--- config.mk ---
export PLATFORM = sky130hd
export DESIGN_NAME = ldtu_ofifo_rd_sched
export DESIGN_NICKNAME = d
export VERILOG_FILES = /design/src/rtl/ldtu_pkg.sv /design/src/rtl/ldtu_ofifo_rd_sched.sv
export SDC_FILE = /design/constraint.sdc
export NUM_CORES = 1
export LEC_CHECK = 0
export ABC_AREA = 1
export CORE_AREA = 2 2 91 93
export DETAILED_ROUTE_END_ITERATION = 10
export DIE_AREA = 0 0 93 95
export PLACE_DENSITY_LB_ADDON = 0.08
export SLEW_MARGIN = 20
export SYNTH_ARGS = -nofsm -noshare
export SYNTH_HDL_FRONTEND = slang
export SYNTH_SLANG_ARGS = --single-unit
--- constraint.sdc ---
create_clock -name CLK -period 4.7 [get_ports CLK]
set_clock_uncertainty 0.15 [all_clocks]
set_input_delay 1.41 -clock CLK [delete_from_list [all_inputs] [get_ports CLK]]
set_output_delay 1.41 -clock CLK [all_outputs]
set_load 0.1 [all_outputs]
--- src/rtl/ldtu_pkg.sv ---
`default_nettype none
// ============================================================================
//  Package : ldtu_pkg
//  Purpose : Shared definitions for the LiTe-DTU output FIFO read path:
//            word_type codes, default idle/trailer constants, scheduler
//            state encoding and the saturating error-counter helper.
//  Ports   : none (package)
//  Rev     : 1.0  initial release
// ============================================================================
package ldtu_pkg;

  // word_type codes carried alongside every output word
  localparam logic [1:0] WT_IDLE  = 2'b00;
  localparam logic [1:0] WT_DATA  = 2'b01;
  localparam logic [1:0] WT_TRAIL = 2'b10;

  // defaults for the idle filler word and the trailer tag byte
  localparam logic [31:0] IDLE_PATTERN_DEF = 32'hEAAA_AAAA;
  localparam logic [7:0]  TRAILER_TAG_DEF  = 8'hD2;

  // scheduler state encoding
  localparam logic [0:0] ST_RUN   = 1'b0;
  localparam logic [0:0] ST_TRAIL = 1'b1;

  // 6-bit counter that sticks at 63 instead of wrapping
  function automatic logic [5:0] sat_inc6(input logic [5:0] cnt, input logic inc);
    logic [5:0] res;
    res = cnt;
    if (inc && (cnt != 6'h3F)) begin
      res = cnt + 6'd1;
    end
    return res;
  endfunction

endpackage
`default_nettype wire

--- src/rtl/ldtu_ofifo_rd_sched.sv ---
`default_nettype none
// ============================================================================
//  Module  : ldtu_ofifo_rd_sched
//  Purpose : Read scheduler and frame builder for the Hamming output FIFO.
//            Issues bounded read pulses, forwards decoded words as a
//            continuous stream (idle-filled) and closes each frame of
//            FrameLen data words with a trailer {tag, frame#, serr, derr}.
//  Ports   : CLK, reset (sync, active-low)
//            empty_signal / full_signal  - FIFO status
//            dec_valid / dec_data / dec_single_err / dec_double_err
//                                        - decoder return path
//            read_signal                 - one-cycle FIFO read request
//            data_out / word_type        - registered output stream
//            overflow_flag / proto_err   - sticky status flags
//  Rev     : 1.0  initial release
// ============================================================================
module ldtu_ofifo_rd_sched
  import ldtu_pkg::*;
#(
  parameter int          Nbits_out   = 32,
  parameter int          FrameLen    = 50,
  parameter int          MaxInFlight = 2,
  parameter logic [31:0] IdlePattern = IDLE_PATTERN_DEF,
  parameter logic [7:0]  TrailerTag  = TRAILER_TAG_DEF
) (
  input  logic                 CLK,
  input  logic                 reset,
  input  logic                 empty_signal,
  input  logic                 full_signal,
  input  logic                 dec_valid,
  input  logic [Nbits_out-1:0] dec_data,
  input  logic                 dec_single_err,
  input  logic                 dec_double_err,
  output logic                 read_signal,
  output logic [Nbits_out-1:0] data_out,
  output logic [1:0]           word_type,
  output logic                 overflow_flag,
  output logic                 proto_err
);

  localparam logic [11:0] c_frame_len    = 12'(FrameLen);
  localparam logic [11:0] c_frame_last   = 12'(FrameLen - 1);
  localparam logic [1:0]  c_max_inflight = 2'(MaxInFlight);

  logic [0:0]           state_q, state_d;
  logic                 read_signal_q, read_signal_d;
  logic [Nbits_out-1:0] data_out_q, data_out_d;
  logic [1:0]           word_type_q, word_type_d;
  logic [1:0]           inflight_q, inflight_d;
  logic [11:0]          issued_q, issued_d;
  logic [11:0]          returned_q, returned_d;
  logic [11:0]          frame_num_q, frame_num_d;
  logic [5:0]           serr_cnt_q, serr_cnt_d;
  logic [5:0]           derr_cnt_q, derr_cnt_d;
  logic                 overflow_q, overflow_d;
  logic                 proto_q, proto_d;

  logic                 w_issue;
  logic                 w_retire;
  logic                 w_last_word;
  logic [31:0]          w_trailer;

  // inflight and issued advance on the edge that registers read_signal, so
  // a pulse about to appear is already counted and back-to-back decisions
  // cannot overshoot MaxInFlight or FrameLen.
  assign w_issue     = (state_q == ST_RUN) && !empty_signal &&
                       (inflight_q < c_max_inflight) && (issued_q < c_frame_len);
  // never let an unexpected return drive the in-flight count below zero
  assign w_retire    = dec_valid && (inflight_q != 2'd0);
  assign w_last_word = (state_q == ST_RUN) && dec_valid && (returned_q == c_frame_last);
  assign w_trailer   = {TrailerTag, frame_num_q, serr_cnt_q, derr_cnt_q};

  // ---------------------------------------------------------------- registers
  always_ff @(posedge CLK) begin
    if (!reset) begin
      state_q       <= ST_RUN;
      read_signal_q <= 1'b0;
      data_out_q    <= Nbits_out'(IdlePattern);
      word_type_q   <= WT_IDLE;
      inflight_q    <= 2'd0;
      issued_q      <= 12'd0;
      returned_q    <= 12'd0;
      frame_num_q   <= 12'd0;
      serr_cnt_q    <= 6'd0;
      derr_cnt_q    <= 6'd0;
      overflow_q    <= 1'b0;
      proto_q       <= 1'b0;
    end else begin
      state_q       <= state_d;
      read_signal_q <= read_signal_d;
      data_out_q    <= data_out_d;
      word_type_q   <= word_type_d;
      inflight_q    <= inflight_d;
      issued_q      <= issued_d;
      returned_q    <= returned_d;
      frame_num_q   <= frame_num_d;
      serr_cnt_q    <= serr_cnt_d;
      derr_cnt_q    <= derr_cnt_d;
      overflow_q    <= overflow_d;
      proto_q       <= proto_d;
    end
  end

  // --------------------------------------------------------------- next state
  always_comb begin
    state_d = state_q;
    case (state_q)
      ST_RUN:   if (w_last_word) state_d = ST_TRAIL;
      ST_TRAIL: state_d = ST_RUN;
      default:  state_d = ST_RUN;
    endcase
  end

  // ----------------------------------------------------------- outputs/datapath
  always_comb begin
    read_signal_d = w_issue;
    data_out_d    = Nbits_out'(IdlePattern);
    word_type_d   = WT_IDLE;
    issued_d      = issued_q + {11'd0, w_issue};
    returned_d    = returned_q;
    frame_num_d   = frame_num_q;
    serr_cnt_d    = serr_cnt_q;
    derr_cnt_d    = derr_cnt_q;
    inflight_d    = inflight_q;
    overflow_d    = overflow_q | full_signal;
    // a word returning in TRAIL or with nothing outstanding breaks pairing
    proto_d       = proto_q | (dec_valid && ((inflight_q == 2'd0) || (state_q == ST_TRAIL)));

    case ({w_issue, w_retire})
      2'b10:   inflight_d = inflight_q + 2'd1;
      2'b01:   inflight_d = inflight_q - 2'd1;
      default: inflight_d = inflight_q;
    endcase

    case (state_q)
      ST_RUN: begin
        if (dec_valid) begin
          data_out_d  = dec_data;
          word_type_d = WT_DATA;
          returned_d  = returned_q + 12'd1;
          serr_cnt_d  = sat_inc6(serr_cnt_q, dec_single_err);
          derr_cnt_d  = sat_inc6(derr_cnt_q, dec_double_err);
        end
      end
      ST_TRAIL: begin
        // trailer reports the finished frame, then the frame state rolls over
        data_out_d  = Nbits_out'(w_trailer);
        word_type_d = WT_TRAIL;
        issued_d    = 12'd0;
        returned_d  = 12'd0;
        serr_cnt_d  = 6'd0;
        derr_cnt_d  = 6'd0;
        frame_num_d = frame_num_q + 12'd1;
      end
      default: begin
        data_out_d = Nbits_out'(IdlePattern);
      end
    endcase
  end

  assign read_signal   = read_signal_q;
  assign data_out      = data_out_q;
  assign word_type     = word_type_q;
  assign overflow_flag = overflow_q;
  assign proto_err     = proto_q;

endmodule
`default_nettype wire
# Word-level counts from Yosys, hierarchy flattened
# Cells that the tools add are included.
[totals]
register_bits = 88
input_bits = 39
output_inout_bits = 37
[op_classes]
n_lt_le_gt_ge = 2
n_bitwise = 4
muxes = 15
reduce_logical = 17
addsub = 7
eq_ne = 8
[op_table]
columns = ["operator", "count"]
rows = [
  ["one-hot mux 32 bit (2 select lines)", 1],
  ["2-to-1 mux 32 bit", 1],
  ["adder 12 x 1 -> 12 bit (second input constant)", 2],
  ["2-to-1 mux 6 bit", 4],
  ["one-hot mux 12 bit (2 select lines)", 1],
  ["one-hot mux 6 bit (2 select lines)", 2],
  ["adder 12 x 1 -> 12 bit", 1],
  ["adder 6 x 1 -> 6 bit (second input constant)", 2],
  ["equality test 12 x 6 -> 1 bit (second input constant)", 1],
  ["less-than comparator 12 x 6 -> 1 bit (second input constant)", 1],
  ["2-to-1 mux 12 bit", 1],
  ["inequality test 6 bit (second input constant)", 2],
  ["logical AND 1 bit", 9],
  ["one-hot mux 2 bit (2 select lines)", 2],
  ["inequality test 2 x 1 -> 1 bit (second input constant)", 2],
  ["AND reduction 2 bit", 2],
  ["nonzero test 2 bit", 2],
  ["adder 2 x 1 -> 2 bit (second input constant)", 1],
  ["equality test 2 x 1 -> 1 bit (second input constant)", 1],
  ["equality test 2 bit (second input constant)", 1],
  ["zero test 2 bit", 1],
  ["less-than comparator 2 bit (second input constant)", 1],
  ["2-to-1 mux 1 bit", 2],
  ["inequality test 2 bit (second input constant)", 1],
  ["7 further kinds", 9],
]

# Longest topological paths before layout
# Gate-level depths: netlist (run 1).
[logic_depth]
depth_word = 6
depth_mapped = 14
mapped_depth_nobuf = 14

# Worst setup path after synthesis (run 1)
# OpenSTA, ideal clock, no wires.
[synth_path]
path_type = "input -> register"
start = "input empty_signal"
end = "register issued_q[10]"
t_arrival_ps = 2754
path_slack_ps = 1679
stages = 12
setup_ps = 117
path_buffers = 0
cell_sequence = "nor4_1 -> nand4_1 -> inv_1 -> ha_1 -> ha_1 -> nand2_1 -> inv_1 -> nand3_1 -> nor2_1 -> nand2_1 -> xor2_1 -> nor2_1"
[synth_between]
elab_chain_cells = 5
[synth_lines]
columns = ["item", "line_no", "source"]
rows = [
  ["from (decl)", "ldtu_ofifo_rd_sched.sv:28", "input logic empty_signal,"],
  ["zero test 1 bit", "ldtu_ofifo_rd_sched.sv:66", "assign w_issue = (state_q == ST_RUN) && !empty_signal &&"],
  ["logical AND 1 bit (2 in a row)", "ldtu_ofifo_rd_sched.sv:66", ""],
  ["logical AND 1 bit", "ldtu_ofifo_rd_sched.sv:67", "(inflight_q < c_max_inflight) && (issued_q < c_frame_len);"],
  ["net read_signal_d", "ldtu_ofifo_rd_sched.sv:46", "logic read_signal_q, read_signal_d;"],
  ["adder 12 x 1 -> 12 bit", "ldtu_ofifo_rd_sched.sv:119", "issued_d = issued_q + {11'd0, w_issue};"],
  ["to (signal assigned)", "ldtu_ofifo_rd_sched.sv:94", "issued_q <= issued_d;"],
  ["to (decl)", "ldtu_ofifo_rd_sched.sv:50", "logic [11:0] issued_q, issued_d;"],
]
# The timed path passes the listed nets, and every way through them passes these cells.
# A chain may end at the register's enable or synchronous reset.

# Worst setup path after layout (run 1)
[layout_path]
start = "register proto_q (netlist: proto_err)"
end = "output proto_err"
[layout_lines]
columns = ["item", "line_no", "source"]
rows = [
  ["from (decl)", "ldtu_ofifo_rd_sched.sv:56", "logic proto_q, proto_d;"],
  ["from (signal assigned)", "ldtu_ofifo_rd_sched.sv:100", "proto_q <= proto_d;"],
  ["to (decl)", "ldtu_ofifo_rd_sched.sv:38", "output logic proto_err"],
]
# No word-level cell between the ends.

==> results.md, run 1 <==
Yosys:
- The cell accounting for the most synthesized area is sky130_fd_sc_hd__dfxtp_1.
- After Yosys synthesis, and, or, nand and nor cells account for 23.2% of the synthesized area.
- The synthesized netlist devotes 13.5% of its cell area to compound gates.
- Summing the sequential cell areas from Yosys gives 50.8% of the chip area.
- The fraction of post-synthesis cell area in the top cell type by area is around half.
- Of the total synthesized cell area, the portion taken by full adders, half adders and majority gates is under 10%.
- The synthesized netlist devotes 1.26% of its cell area to XOR and XNOR gates.
- A synthesized cell averages 7.69 µm².
- The main flop type after synthesis is sky130_fd_sc_hd__dfxtp_1.
- The number of instances in the synthesized netlist is roughly 450.
- In the synthesized netlist, the cells that appear most often are sky130_fd_sc_hd__dfxtp_1, sky130_fd_sc_hd__nand2_1, sky130_fd_sc_hd__nor2_1, sky130_fd_sc_hd__inv_1, sky130_fd_sc_hd__a21oi_1.
- Yosys attributes the largest share of cell area to sky130_fd_sc_hd__dfxtp_1, sky130_fd_sc_hd__nand2_1, sky130_fd_sc_hd__nor2_1.
- The post-synthesis cell type count is 28.
- The cell area after synthesis is ~3500 µm².
- The number of synthesized flops with an enable pin is 0.
- The async set-or-reset flop fraction in the synthesized netlist is 0%.
- After synthesis, the largest family of logic cells by area is simple AND/OR/NAND/NOR gates.
- The multiplexer area fraction after synthesis is 0%.
- The total nets after synthesis is 499.
- The number of synthesis warnings is 0.
- The synthesized design contains 88 register bits.
- The leading cell type by number of instances after synthesis is sky130_fd_sc_hd__dfxtp_1.

STA:
- At the pin with the least slew margin, the transition time is 0.980 ns.
- The number of hold violations in the final report was 0.
- The fmax is slightly below 0.3 GHz.
- Setup violations remaining at the end of the flow were counted as 0.
- The setup TNS after final layout is 0 ns.
- After layout, the worst setup slack is about 1.3 ns.
- Headroom to the max-slew limit came out at 34.5%.
- The final critical path time including I/O delays and setup is 3.39 ns.
- The worst hold slack is roughly 0.31 ns.
- The total count of max-transition violations in the final report is 0.
- Dividing the final minimum period by the clock period gives between 70% and 80%.
- Setup repair after global routing left no endpoint under its margin.

GRT:
- The first global-routing pass estimated between 10000 and 15000 µm of wire.
- The via count of the first global-routing pass was 2822.
- The initial antenna violation count is 0.
- Entering global routing, the biggest net connects 25 pins.
- The aggregate global-route resource usage is between 10% and 20%.
- The leftover overflow at the end of global routing is 0.

Floorplanning:
- The die is roughly 93 µm wide.
- The I/O pin count is 76.
- The area of the die is ~9000 µm².
- The core area is about 7900 µm².
- The die is 95 µm tall.
- In this run the core area contains 33 standard-cell rows.
- The initial core utilization is 43.7%.

Setup path:
- The launch point of the worst reg-to-reg path is state_q.
- The worst setup path is launched from a flop.
- The kind of cell with the highest combined delay along the critical path is buffers and inverters.
- The required time of the critical path is 3.14 ns.
- The register-to-register setup slack is 2.27 ns.
- The number of cells on the worst reg-to-reg path is 12.
- The category of the worst setup path capture point is an output port.
- The signal arrival time at the worst endpoint is 1.83 ns.
- Traced cell by cell, the critical path runs through clkdlybuf4s50_1.
- The classification of the worst setup path is flop to output port.
- Tracing the worst setup path back leads to its startpoint at proto_err.
- The count of buffering cells on the critical path with inverters included is 1.
- The cell type of the slowest stage on the worst timing path is sky130_fd_sc_hd__clkdlybuf4s50_1.
- The maximum fanout count along the critical path is 2.
- The largest stage delay on the critical path is 1.14 ns.
- The worst reg2reg path endpoint is issued_q[10].

Pwr:
- The internal power of the cells is about 1200 µW.
- Sequential cells account for 46.5% of the total power.
- The leakage power is 0.00184 µW.
- Summed over all nets, the switching power comes to 462 µW.
- The worst-case vdd ir drop is between 0.2 and 0.25 mV.
- The clock network accounts for between 30% and 40% of the total power.
- The power per cell area is 374 nW/µm².
- Net switching is 27.1% of the power.
- The fraction of power consumed by combinational cells is 16.1%.

Final layout:
- In the final layout, the share of cells above drive strength 1 is 5.62%.
- Fill cells in the final layout number 747.
- The number of antenna repair diodes is 0.
- From synthesis to final layout, the design area changed by 31.8%.
- The final design utilization is between 50 and 60%.
- The net total in the final layout is 577.

Placed design:
- The final weighted congestion in routability-driven placement is 0.876.
- After legalization and detailed placement, the total HPWL measured ~5600 µm.
- The setup slack after placement is between 1 and 1.5 ns.
- In this run the tool buffered the top-level ports with 75 buffer cells.

CTS:
- The total of cells resized after clock tree synthesis is 0.
- The clock passes through at most 2 buffers.
- The clock reaches the later pin of the worst-skew pair after roughly 0.35 ns.
- After clock tree synthesis, the setup repair step added 0 buffers.
- The clock drives 88 sinks.
- TritonCTS created 9 clock buffers.
- The clock transition at the registers of the reported paths is 0.08 ns.
- The buffer type at the clock tree root is sky130_fd_sc_hd__clkbuf_8.
- The hold-fix buffer count after cts is 0.
- TritonCTS built the clock tree.
- The H-tree was split into 3 levels.

Drt:
- After detailed routing, the total wire length is 7710 µm.
- The count of nets left with antenna violations once routing finished came out at 0.
- The detail-routed via count per cell is 4.72.
- The first detailed-routing pass ran for 4 iterations.
- The average wire length per cell after detail routing is 12.1 µm.
- The number of vias in the routed layout is 3013.
- The detailed router finished its first iteration with 151 violations.
- The number of remaining DRC errors is 0.

Hold path:
- The worst hold path was traced through 2 stages.
- The path class of the lowest-slack min-delay path is flop to flop.
- The worst hold path startpoint is returned_q[8].
- The end of the worst hold path is returned_q[8].

Status:
- The run finished with clean final reports.

Run:
- Across the run, the number of max-cap violations was 0.
==> flip-flops by register name, indices dropped and copies added, names as in the netlist, 2 cells and up <==
register     flops
frame_num_q     12
derr_cnt_q       6
serr_cnt_q       6
issued_q        12
word_type        2
returned_q      12
inflight_q       2
data_out        32
==> how the worst max path moves through the flow <==
stage / endpoint / slack, ns / depth (start not counted)
2_1_floorplan: issued_q[10] / 1.68 / 12
5_1_grt: issued_q[8] / 1.16 / 13
3_5_place_dp: issued_q[10] / 1.10 / 13
6_report: proto_err / 1.31 / 1
3_3_place_gp: issued_q[10] / 1.14 / 13
4_1_cts: overflow_flag / 1.30 / 1
==> layer usage <==
metal,global-route usage (%),vias to the layer above,part of all wire (%)
met2,30.0,68,45
met4,7.23,0,1.2
met5,0,-,0
met3,3.43,8,4.5
met1,24.2,1335,49
li1,-,1602,-
==> cell families after synthesis <==
| group | Yosys count |
|---|---|
| adder cells (fa/ha/maj) | 9 |
| AND/OR/NAND/NOR | 193 |
| XOR/XNOR | 5 |
| AO/OA/AOI/OAI | 87 |
| buffers and inverters | 69 |
| flip-flops | 88 |
==> area by class of cell <==
type	instances	area [µm²]	area share (%)
clock buffers	11	151	3.31
clock inverters	5	103	2.25
inverters	58	218	4.77
multi-input cells	294	1430	31.3
flip-flops and latches	88	1760	38.6
well taps	105	131	2.88
repair buffers	78	773	16.9
==> per-stage QoR <==
step | area (µm²) | cells | total power, µW
after global routing | 4570 | 639 | 1780
after CTS | 4570 | 639 | 1730
after global placement | 4310 | 623 | 1090
final | 4570 | 639 | 1710
after detailed placement | 4310 | 623 | 1090
after floorplan | 3470 | 451 | 1000
==> layout by cell type, fill, tap and decap left out <==
master,instances
sky130_fd_sc_hd__clkinv_2,1
sky130_fd_sc_hd__o21ai_0,31
sky130_fd_sc_hd__a211oi_1,2
sky130_fd_sc_hd__nand3_2,1
sky130_fd_sc_hd__clkbuf_8,11
sky130_fd_sc_hd__inv_1,55
sky130_fd_sc_hd__o21ai_1,2
sky130_fd_sc_hd__bufinv_16,3
sky130_fd_sc_hd__a21oi_1,45
sky130_fd_sc_hd__or2_2,3
sky130_fd_sc_hd__xor2_1,5
sky130_fd_sc_hd__a32o_1,4
sky130_fd_sc_hd__ha_1,9
sky130_fd_sc_hd__buf_4,3
sky130_fd_sc_hd__clkinvlp_4,1
sky130_fd_sc_hd__o31ai_1,1
sky130_fd_sc_hd__nor4_1,4
sky130_fd_sc_hd__nor3_1,6
sky130_fd_sc_hd__o21a_1,1
sky130_fd_sc_hd__nor2_1,70
sky130_fd_sc_hd__o22a_1,1
sky130_fd_sc_hd__clkdlybuf4s50_1,75
sky130_fd_sc_hd__nor3_2,1
sky130_fd_sc_hd__inv_2,3
sky130_fd_sc_hd__nand2_1,83
sky130_fd_sc_hd__nor2_2,3
sky130_fd_sc_hd__nand3_1,17
sky130_fd_sc_hd__nand4_1,4
sky130_fd_sc_hd__nor3b_1,1
sky130_fd_sc_hd__dfxtp_1,88
==> power groups by stage <==
stage / Combinational (µW) / Sequential [µW] / Clock, µW
floorplan: 77.5 / 926 / 0
detailed placement: 276 / 812 / 0
global route: 295 / 799 / 686
finish: 276 / 794 / 639
CTS: 278 / 795 / 655
global placement: 274 / 811 / 0
Power figures use the tool's default switching activity.
==> run 2: changes to the inputs <==
- clock period: 4.7 -> 3.4 ns (I/O delays scaled with it)
==> results.md, run 2 (synthesized netlist as in run 1, its figures left out) <==
CTS:
- Post-CTS timing repair inserted 0 buffers for setup.
- The number of sinks driven by the clock tree is 88.
- The hold-fix buffer count after cts is 0.
- The later pin in the worst-skew pair is clocked with a latency of between 0.3 and 0.4 ns.
- Gates resized during post-CTS repair numbered 0.
- The clock transition at the registers of the reported paths is ~0.08 ns.
- CTS placed an instance of sky130_fd_sc_hd__clkbuf_8 at the clock tree root.
- The clock buffer count from CTS is 9.
- The TritonCTS clock tree is done.
- CTS built an H-tree with a depth of 3.
- The clock passes through at most 2 buffers.

STA:
- At the pin with the least slew margin, the transition time is 0.498 ns.
- Summed over all failing endpoints, the final setup total negative slack is 0 ns.
- The worst pin sits at a relative slew slack of roughly two thirds.
- Setup violations remaining at the end of the flow were counted as 0.
- The number of hold violations in the final report is 0.
- The fmax is 0.346 GHz.
- The total count of max-transition violations in the final report is 0.
- Counting I/O delays and the setup requirement, the final critical path takes between 2 and 3 ns.
- Setup repair after global routing left no endpoint under its margin.
- The part of the cycle the worst path needs is 84.9%.
- On the final layout, the worst hold slack is 0.308 ns.

Final layout:
- Cells fill 56.1% of the core in the end.
- The flip-flop count of the largest register after layout is 32.
- In the final layout, the share of cells above drive strength 1 is 13.0%.
- The net total in the final layout is 581.
- From synthesis to final layout, the design area changed by 28.3%.
- The post-layout instance count excluding filler cells is 643.
- The number of antenna repair diodes is 0.
- The commonest non-fill, non-tap cell in the layout is sky130_fd_sc_hd__dfxtp_1.
- After filler insertion, the fill cell instance count of the layout stands at 771.
- In the layout the commonest cells are sky130_fd_sc_hd__dfxtp_1, sky130_fd_sc_hd__nand2_1, sky130_fd_sc_hd__nor2_1.

Floorplanning:
- The initial core utilization is a little over two fifths.
- The area of the die is 8840 µm².
- The die outline width is 93 µm.
- The core area is slightly below 8000 µm².
- The I/O pin count is 76.
- From bottom edge to top edge, the die measures 95 µm.
- The number of rows created at floorplan is 33.

Drt:
- In this run, the number of DRC markers left after iteration 0 of detailed routing was ~110.
- For this run, design rule violations remaining after detail routing come to 0.
- Detailed routing inserted a total of 3041 vias.
- The detail-routed via count per cell is between 4 and 5.
- Summed over all layers, the routed wires come to 7800 µm.
- After detailed routing, the average wire length per cell comes to 12.1 µm.
- The final antenna-violating net count is 0.
- Before antenna repair, the detailed router went through 4 iterations.

Setup path:
- STA classifies the critical path endpoint as a flop.
- In this run the critical register-to-register path is launched from state_q.
- STA puts the critical path data required time at 3.48 ns.
- The worst reg2reg path endpoint is issued_q[10].
- The signal arrival time at the worst endpoint is 2.97 ns.
- Of all nets on the critical path, the largest fanout is 3.
- The type of element launching the critical path is an input pin.
- By startpoint and endpoint, the worst setup path is classified as input pin to flop.
- Measured in cells, the most critical reg-to-reg path has a length of 13.
- Setup slack on the worst reg-to-reg path comes out at 1.02 ns.

Placed design:
- Detailed placement finished with a half-perimeter wire length of around 5700 µm.
- The count of buffers added on input and output ports is 75.
- The final weighted congestion in routability-driven placement is 0.831.
- The number of placed instances with taps included is 627.

Pwr:
- The post-route total power is 2200 µW.
- For this design the ratio of total power to cell area is between 400 and 500 nW/µm².
- For this design the static power due to leakage is 0.00186 µW.
- The worst-case vdd ir drop is 0.354 mV.

Hold path:
- Counting instances, the worst hold path has a depth of 1.
- The end of the worst hold path is frame_num_q[6].
- The path class of the lowest-slack min-delay path is flop to flop.
- The startpoint identified for the worst hold timing path is frame_num_q[6].

GRT:
- The aggregate global-route resource usage is 18.6%.
- Entering global routing, the biggest net connects 21 pins.
- The first-pass GRT wire length is about 13000 µm.
- The initial antenna violation count is 0.
- The leftover overflow at the end of global routing is 0.
- The via count of the first global-routing pass is roughly 2.8k.

Run:
- The count of max-cap constraint violations is 0.

Status:
- The flow ran to the end, and the final reports show no timing, DRC or antenna violations.
-- run 2: power breakdown --
| part | total [µW] | switching [µW] | internal, µW |
|---|---|---|---|
| Combinational | 376 | 258 | 117 |
| Clock | 724 | 365 | 359 |
| Sequential | 1100 | 24.6 | 1070 |
| Total | 2200 | 648 | 1550 |
-- run 2: worst max-delay path: stages --
cell                              delay (ns)
sky130_fd_sc_hd__clkdlybuf4s50_1        0.40
sky130_fd_sc_hd__nor4_1                 0.24
sky130_fd_sc_hd__nand4_1                0.18
sky130_fd_sc_hd__inv_1                  0.12
sky130_fd_sc_hd__ha_1                   0.18
sky130_fd_sc_hd__ha_1                   0.17
sky130_fd_sc_hd__nand2_1                0.06
sky130_fd_sc_hd__inv_1                  0.08
sky130_fd_sc_hd__nand3_1                0.12
sky130_fd_sc_hd__nor2_1                 0.14
sky130_fd_sc_hd__nand2_1                0.08
sky130_fd_sc_hd__xor2_1                 0.14
sky130_fd_sc_hd__nor2_1                 0.05
-- run 2: final cells by class --
| type | instances | area (µm²) | share of cell area [%] |
|---|---|---|---|
| Timing Repair Buffer | 82 | 711 | 16.0 |
| Inverter | 58 | 218 | 4.89 |
| Tap cell | 105 | 131 | 2.95 |
| Sequential cell | 88 | 1760 | 39.6 |
| Clock buffer | 11 | 141 | 3.18 |
| Clock inverter | 5 | 56.3 | 1.27 |
| Multi-Input combinational cell | 294 | 1430 | 32.1 |
-- run 2: per-layer routing --
| metal | vias up | global-route usage, % | part of all wire, % |
|---|---|---|---|
| met5 | - | 0 | 0 |
| met3 | 15 | 4.47 | 5.0 |
| met1 | 1352 | 23.0 | 47 |
| met2 | 65 | 30.9 | 46 |
| li1 | 1609 | - | - |
| met4 | 0 | 8.33 | 1.9 |
-- run 2: through the flow --
| stage | cell area [µm²] | worst slack, ns |
|---|---|---|
| after floorplan | 3470 | 0.769 |
| after global placement | 4250 | 0.244 |
| after detailed placement | 4250 | 0.144 |
| after CTS | 4450 | 0.514 |
| after global routing | 4450 | 0.229 |
| final | 4450 | 0.514 |
-- run 2: worst max path at each step --
stage	start	end	slack (ns)	cells past startpoint
6_report	empty_signal	issued_q[10]	0.51	13
5_1_grt	empty_signal	issued_q[10]	0.23	13
3_5_place_dp	empty_signal	issued_q[10]	0.14	13
3_3_place_gp	empty_signal	issued_q[10]	0.24	13
2_1_floorplan	empty_signal	issued_q[10]	0.77	12
4_1_cts	empty_signal	issued_q[10]	0.51	13
